$ cat src/rtl/dpram_pkg.sv
// Shared types and constants for the single-clock simple dual-port RAM.
package dpram_pkg;

    typedef enum logic {
        ST_INIT = 1'b0,
        ST_RUN  = 1'b1
    } state_e;

    localparam bit RDW_OLD = 1'b0;
    localparam bit RDW_NEW = 1'b1;

    // Address width needed to cover n words.
    function automatic int unsigned clog2(input int unsigned n);
        int unsigned r;
        int unsigned v;
        r = 0;
        v = (n > 1) ? n - 1 : 0;
        while (v > 0) begin
            r = r + 1;
            v = v >> 1;
        end
        return r;
    endfunction

endpackage

$ cat src/rtl/dpram_core.sv
// Bare storage array: one synchronous write port, one registered read port, no reset.
module dpram_core #(
    parameter int unsigned DATA_W = 10,
    parameter int unsigned ADDR_W = 3
) (
    input  logic              clk,
    input  logic              we,
    input  logic [ADDR_W-1:0] waddr,
    input  logic [DATA_W-1:0] wdata,
    input  logic              re,
    input  logic [ADDR_W-1:0] raddr,
    output logic [DATA_W-1:0] rdata
);

    localparam int unsigned DEPTH = 1 << ADDR_W;

    logic [DATA_W-1:0] mem [DEPTH];

    // Read returns pre-write contents on a same-address collision.
    always_ff @(posedge clk) begin
        if (we) begin
            mem[waddr] <= wdata;
        end
        if (re) begin
            rdata <= mem[raddr];
        end
    end

endmodule

$ cat src/rtl/dpram_sclk_param.sv
// Single-clock simple dual-port RAM with post-reset clear sweep, selectable
// read latency, read-during-write policy and a read-valid strobe.
module dpram_sclk_param #(
    parameter int unsigned DATA_W     = 10,
    parameter int unsigned ADDR_W     = 3,
    parameter int unsigned RD_LAT     = 1,
    parameter bit          RDW_NEW    = 1'b0,
    parameter bit          CLR_ON_RST = 1'b1
) (
    input  logic              clk,
    input  logic              reset,
    input  logic              we,
    input  logic [ADDR_W-1:0] waddr,
    input  logic [DATA_W-1:0] wdata,
    input  logic              re,
    input  logic [ADDR_W-1:0] raddr,
    output logic [DATA_W-1:0] rdata,
    output logic              rvalid,
    output logic              init_busy
);
    import dpram_pkg::*;

    localparam int unsigned       DEPTH = 1 << ADDR_W;
    localparam logic [ADDR_W-1:0] LAST  = ADDR_W'(DEPTH - 1);

    state_e            state;
    logic [ADDR_W-1:0] cnt;
    logic              sweep;
    logic              wr_go;
    logic              rd_go;
    logic              mem_we;
    logic [ADDR_W-1:0] mem_waddr;
    logic [DATA_W-1:0] mem_wdata;
    logic [DATA_W-1:0] mem_q;
    logic              v1;
    logic              byp1;
    logic [DATA_W-1:0] wd1;
    logic [DATA_W-1:0] s1_data;

    // Nothing reaches the array or the read pipe on a reset edge.
    assign sweep     = (state == ST_INIT) && !reset;
    assign wr_go     = (state == ST_RUN) && we && !reset;
    assign rd_go     = (state == ST_RUN) && re && !reset;
    assign mem_we    = sweep || wr_go;
    assign mem_waddr = sweep ? cnt : waddr;
    assign mem_wdata = sweep ? '0 : wdata;

    dpram_core #(
        .DATA_W(DATA_W),
        .ADDR_W(ADDR_W)
    ) u_core (
        .clk  (clk),
        .we   (mem_we),
        .waddr(mem_waddr),
        .wdata(mem_wdata),
        .re   (rd_go),
        .raddr(raddr),
        .rdata(mem_q)
    );

    always_ff @(posedge clk) begin
        if (reset) begin
            state     <= CLR_ON_RST ? ST_INIT : ST_RUN;
            init_busy <= CLR_ON_RST;
            cnt       <= '0;
        end else if (state == ST_INIT) begin
            cnt <= cnt + ADDR_W'(1);
            if (cnt == LAST) begin
                state     <= ST_RUN;
                init_busy <= 1'b0;
            end
        end
    end

    // Stage 1: valid bit plus bypass decision, fixed at issue.
    always_ff @(posedge clk) begin
        if (reset) begin
            v1   <= 1'b0;
            byp1 <= 1'b0;
        end else begin
            v1   <= rd_go;
            byp1 <= rd_go && RDW_NEW && wr_go && (waddr == raddr);
        end
    end

    always_ff @(posedge clk) begin
        if (rd_go) begin
            wd1 <= wdata;
        end
    end

    assign s1_data = byp1 ? wd1 : mem_q;

    generate
        if (RD_LAT == 2) begin : g_lat2
            always_ff @(posedge clk) begin
                if (reset) begin
                    rvalid <= 1'b0;
                    rdata  <= '0;
                end else begin
                    rvalid <= v1;
                    rdata  <= v1 ? s1_data : '0;
                end
            end
        end else begin : g_lat1
            assign rvalid = v1;
            assign rdata  = v1 ? s1_data : '0;
        end
    endgenerate

endmodule

$ cat config.mk
export PLATFORM = sky130hd
export DESIGN_NAME = dpram_sclk_param
export DESIGN_NICKNAME = d
export VERILOG_FILES = /design/src/rtl/dpram_pkg.sv /design/src/rtl/dpram_core.sv /design/src/rtl/dpram_sclk_param.sv
export SDC_FILE = /design/constraint.sdc
export NUM_CORES = 1
export LEC_CHECK = 0
export BUFFER_PORTS_ARGS = -buffer_cell sky130_fd_sc_hd__buf_2
export CORE_AREA = 2 2 68 119
export DETAILED_ROUTE_END_ITERATION = 12
export DIE_AREA = 0 0 70 121
export GPL_TIMING_DRIVEN = 0
export MAX_ROUTING_LAYER = met4
export PLACE_DENSITY_LB_ADDON = 0.1
export SLEW_MARGIN = 20
export SYNTH_ARGS = -nofsm -noshare
export SYNTH_HDL_FRONTEND = slang
export SYNTH_SLANG_ARGS = --single-unit
$ cat constraint.sdc
create_clock -name clk -period 1.69 [get_ports clk]
set_input_delay 0.169 -clock clk [delete_from_list [all_inputs] [get_ports clk]]
set_output_delay 0.169 -clock clk [all_outputs]
set_load 0.01 [all_outputs]
; ---- Yosys cells after proc, flatten, opt, wreduce, memory -nomap -nowiden
; Memories as Yosys holds them, arrays and structs flattened. A register that Yosys moved wholly into a read port is not among the register bits.
; Cells that the tools add are included.
[op_classes]
n_addsub = 1
n_eq_ne = 1
mux = 7
bitwise = 1
n_reduce_logical = 8
[op_table]
columns = cell, count
row1 = 10-bit 2-to-1 mux, 2
row2 = 1-bit logical AND, 5
row3 = 1-bit 2-to-1 mux, 4
row4 = "3-bit by 1-bit adder with 3-bit output, second input constant", 1
row5 = "3-bit equality test, second input constant", 1
row6 = 3-bit 2-to-1 mux, 1
row7 = 2-bit AND reduction, 1
row8 = 1-bit zero test, 1
row9 = 1-bit logical OR, 1
row10 = 1-bit NOT, 1
[word_totals]
ff_bits = 6
ramBits = 80
in_bits = 20
output_inout_bits = 12
elab_cells = 23
memories = 1
[mem_list]
columns = name, depth, word_bits, read_ports, rd_clocked_by_memory_dff, write_ports, line_no
row1 = u_core.mem, 8, 10, 1, 1, 1, dpram_core.sv:17  ; logic [DATA_W-1:0] mem [DEPTH];

; ---- Logic depth before layout (Yosys ltp)
[logic_depth]
word_depth = 5
ltp_mapped = 4
depth_no_buf = 4

; ---- Modules after synthesis
; A second synthesis with hierarchy kept.
[hier_totals]
hier_cells = 187
hier_area_um2 = 3886.2
[modules_own_cells]
columns = module, instances, cells_per_inst, area_each_um2, seq_area_each_um2
row1 = dpram_core, 1, 138, 3433.3, 2702.6
row2 = dpram_sclk_param, 1, 49, 452.9, 120.1

; ---- Worst setup path after synthesis
; Ideal clock, no wire load.
[synth_path]
kind = register to register
startpoint = reg state
endpoint = mem u_core.mem[4][0] (enable)
setup_ns = 0.376
t_arrival_ns = 1.382
required_time_ns = 1.314
setup_slack_ns = -0.068
path_stages_with_launch = 5
n_path_buf = 1
period_less_slack_ns = 1.758
cell_sequence = dfxtp_1 > clkbuf_1 > nor4b_1 > a31oi_1 > nor2_1
[synth_via]
elab_chain_len = 5
elab_cells_between_ends = 8
cone_classes = mux: 3 / bitwise: 1 / reduce/logical: 4
[synth_lines]
columns = item, line_no
row1 = start: declaration, dpram_sclk_param.sv:26  ; state_e state;
row2 = start signal: assignment, dpram_sclk_param.sv:63  ; state <= CLR_ON_RST ? ST_INIT : ST_RUN;
row3 = 1-bit logical AND or 1-bit NOT (tied branches), -
row4 = "1-bit logical AND, on equally long branches", "dpram_sclk_param.sv:42, dpram_sclk_param.sv:41"
row5 = 1-bit logical OR, dpram_sclk_param.sv:44  ; assign mem_we = sweep || wr_go;
row6 = 1-bit 2-to-1 mux, dpram_core.sv:21  ; if (we) begin
row7 = 1-bit 2-to-1 mux (not written as such), dpram_core.sv:22  ; mem[waddr] <= wdata;
row8 = end: declaration, dpram_core.sv:17
; Parallel ways exist; a longest one is shown, timed or not.

; ---- Final worst setup path
[layout_path]
startpoint = reg state
endpoint = mem u_core.mem[6][0] (enable)
; Same word-level chain as after synthesis.

==> flow_summary.ini <==
[drt]
vias = 1990
wl_met2_um = 4370
wl_um = 7930
drc = 0
wl_met1_um = 2920
highest-signal-layer = met4
drt_iter0_drc = 120
routed_via_density = 5.84
met3_length_um = 411
firstDrtPassIters = 4
ant_nets = 0
wl_per_cell_um = 23.3

[clock_tree]
clkLatencyLatePin_ns = 0.34
cts_sinks = 96
htreeDepth = 3
cts_buffer_depth = 2
cts_tree = built
cts_root_buffer = clkbuf_16
clk_pin_slew_ns = 0.06
numCtsBuffers = 9

[worst_setup_path]
path_delay_family = simple AND/OR/NAND/NOR gates
critical_path_arrival_ns = 1.72
crit_slowest_cell = dfxtp_1
crit_path_start_kind = register
cp-end-kind = register
crit_path_cell_trace = or2_2 -> a21o_1 -> nor2b_4 -> buf_12
slowest_delay_ns = 0.37
crit_path_max_fanout = 7
path_buf_inv = 1
worstPathRequired_ns = 1.75
criticalPathCategory = register to register

[timing]
worstMarginPinSlew_ns = 0.699
maxSlewViolCount = 0
finClkSkew_ns = 0.00505
fmax_mhz = 602
setup-violations-final = 0
relSlewSlack_pct = 53.4
final.min_clock_period_ns = 1.66
setup-tns-final_ns = 0
setup_slack_ns = 0.0299
hold_viol = 0
min_period_over_period_pct = 98.2

[power]
clkPwrFrac_pct = 41.1
p_seq_share_pct = 51.9
p_sw_share_pct = 20.4
powerDensity_nw_per_um2 = 1080
p_int_w = 0.00414
comb_power_share_pct = 6.9
ir_worst_vdd_mv = 0.842
leakagePower_nw = 1.71
power.switching_w = 0.00106

[floorplan]
ioPinCount = 32
die_y_um = 121
die_x_um = 70
start_util_pct = 52.0
design.die.area_um2 = 8470
rows = 42
core_um2 = 7460

[synth]
synth_area_per_cell_um2 = 20.0
ys_ff_latch = 96
synth_top_area_share_pct = 69.7
synth_area_um2 = 3880
yosysWarnings = 0
ys_seq_area_share_pct = 72.8
synth_cell_types = 26
synth_nets = 216
synth_area_leaders = edfxtp_1 70%, mux4_1 14%, and2_1 3.2%
syn-instance-count = 194
yosys.area.top_type = edfxtp_1

[grt]
antenna_found_initial = 0
grtUsageTotal_pct = 20.9
first_global_vias = 2160
grt_overflow = 0
grt_max_degree = 17
grt_pass1_wl_um = 12100

[place]
place_congestion = 0.834
port_buffers = 28
dp_slack_ns = -0.725
dp_hpwl_um = 4840

[final_layout]
n_antenna_cell = 0
layout.cells.most_common = edfxtp_1
layout-drive-gt1-share_pct = 36.0
nets = 270
final_cell_mix = 90 x edfxtp_1, 29 x buf_2, 20 x and2_1, 20 x mux4_1
num-fill-cells = 527
syn_to_final_growth_pct = 24.3

[run_status]
status = completed

[flow_run]
maxCapViolCount = 0

[min_path]
hp-class = primary input to register
[cell families after synthesis]
group / Yosys count / share of synthesized area (%)
and+or+nand+nor: 45 / 6.74
adders and majority gates: 2 / 0.645
buffers and inverters: 10 / 1.35
AOI/OAI and AO/OA: 9 / 1.52
muxes: 32 / 17.0
DFF: 96 / 72.8
[registers in the layout, indices dropped and copies added (netlist names)]
name and cells:
u_core.mem 80, rvalid 1, state 1, init_busy 1, u_core.rdata 10, cnt 3
[power by group through the flow]
| stage | registers [W] | logic [W] | clock network, W |
|---|---|---|---|
| global placement | 0.00274 | 0.000262 | 0 |
| CTS | 0.00270 | 0.000349 | 0.00217 |
| global route | 0.00270 | 0.000391 | 0.00227 |
| finish | 0.00270 | 0.000361 | 0.00214 |
| detailed placement | 0.00275 | 0.000283 | 0 |
| floorplan | 0.00274 | 0.000191 | 0 |
[cell type report]
class	count	area [um2]	share of cell area, %
Buffer	8	50.0	1.04
Clock buffer	9	225	4.67
Clock inverter	7	96.3	2.00
Inverter	2	7.51	0.156
Multi-Input combinational cell	88	1130	23.5
Sequential cell	96	2820	58.5
Tap cell	88	110	2.28
Timing Repair Buffer	43	378	7.84
[path summary, 6_finish.rpt]
path / from / to / slack [ns] / depth (start not counted)
worst max-delay path: state$_SDFF_PP0_ / u_core.mem[6][0]$_DFFE_PP_ / 0.03 / 4
worst max register to register: state$_SDFF_PP0_ / u_core.mem[6][0]$_DFFE_PP_ / 0.03 / 4
worst min register to register: init_busy$_SDFFE_PP1P_ / init_busy$_SDFFE_PP1P_ / 0.48 / 1
worst min-delay path: re / rvalid$_SDFF_PP0_ / 0.1 / 2
[Yosys cell counts (all sizes together)]
| master | n |
|---|---|
| inv | 2 |
| a21oi | 1 |
| a31oi | 3 |
| mux2i | 2 |
| buf | 3 |
| and2 | 20 |
| edfxtp | 90 |
| mux4 | 20 |
| nand3b | 1 |
| o21ai | 1 |
| nor4b | 2 |
| nand3 | 1 |
| ha | 2 |
| nand2 | 2 |
| or2 | 2 |
| mux2 | 10 |
| nand2b | 2 |
| o211ai | 1 |
| nor2 | 10 |
| and3b | 2 |
| clkbuf | 5 |
| a21o | 3 |
| nor4 | 1 |
| dfxtp | 6 |
| nor2b | 2 |
[what timing repair did]
item	4_1_cts	5_1_grt
resized for setup	15	13
cloned	0	0
hold buffers	0	0
pin swaps	6	0
setup buffers	15	0
setup endpoints to repair	106	90
[routing by layer]
| layer | GRT usage, % | vias to the layer above |
|---|---|---|
| met5 | - | - |
| met4 | 8.89 | 0 |
| met3 | 5.07 | 20 |
| met2 | 36.5 | 68 |
| met1 | 22.4 | 994 |
| li1 | - | 908 |
[per-stage QoR]
stage	utilization, %	cell area (um2)	std cells	power (W)	hold WS [ns]
2_1_floorplan	-	3890	194	0.00293	0.325
3_3_place_gp	55.5	4140	310	0.00300	0.425
3_5_place_dp	55.5	4140	310	0.00303	0.431
4_1_cts	64.0	4770	341	0.00522	0.0763
5_1_grt	64.6	4820	341	0.00536	0.106
6_report	64.6	4820	341	0.00520	0.0992
(Power assumes the default switching activity.)
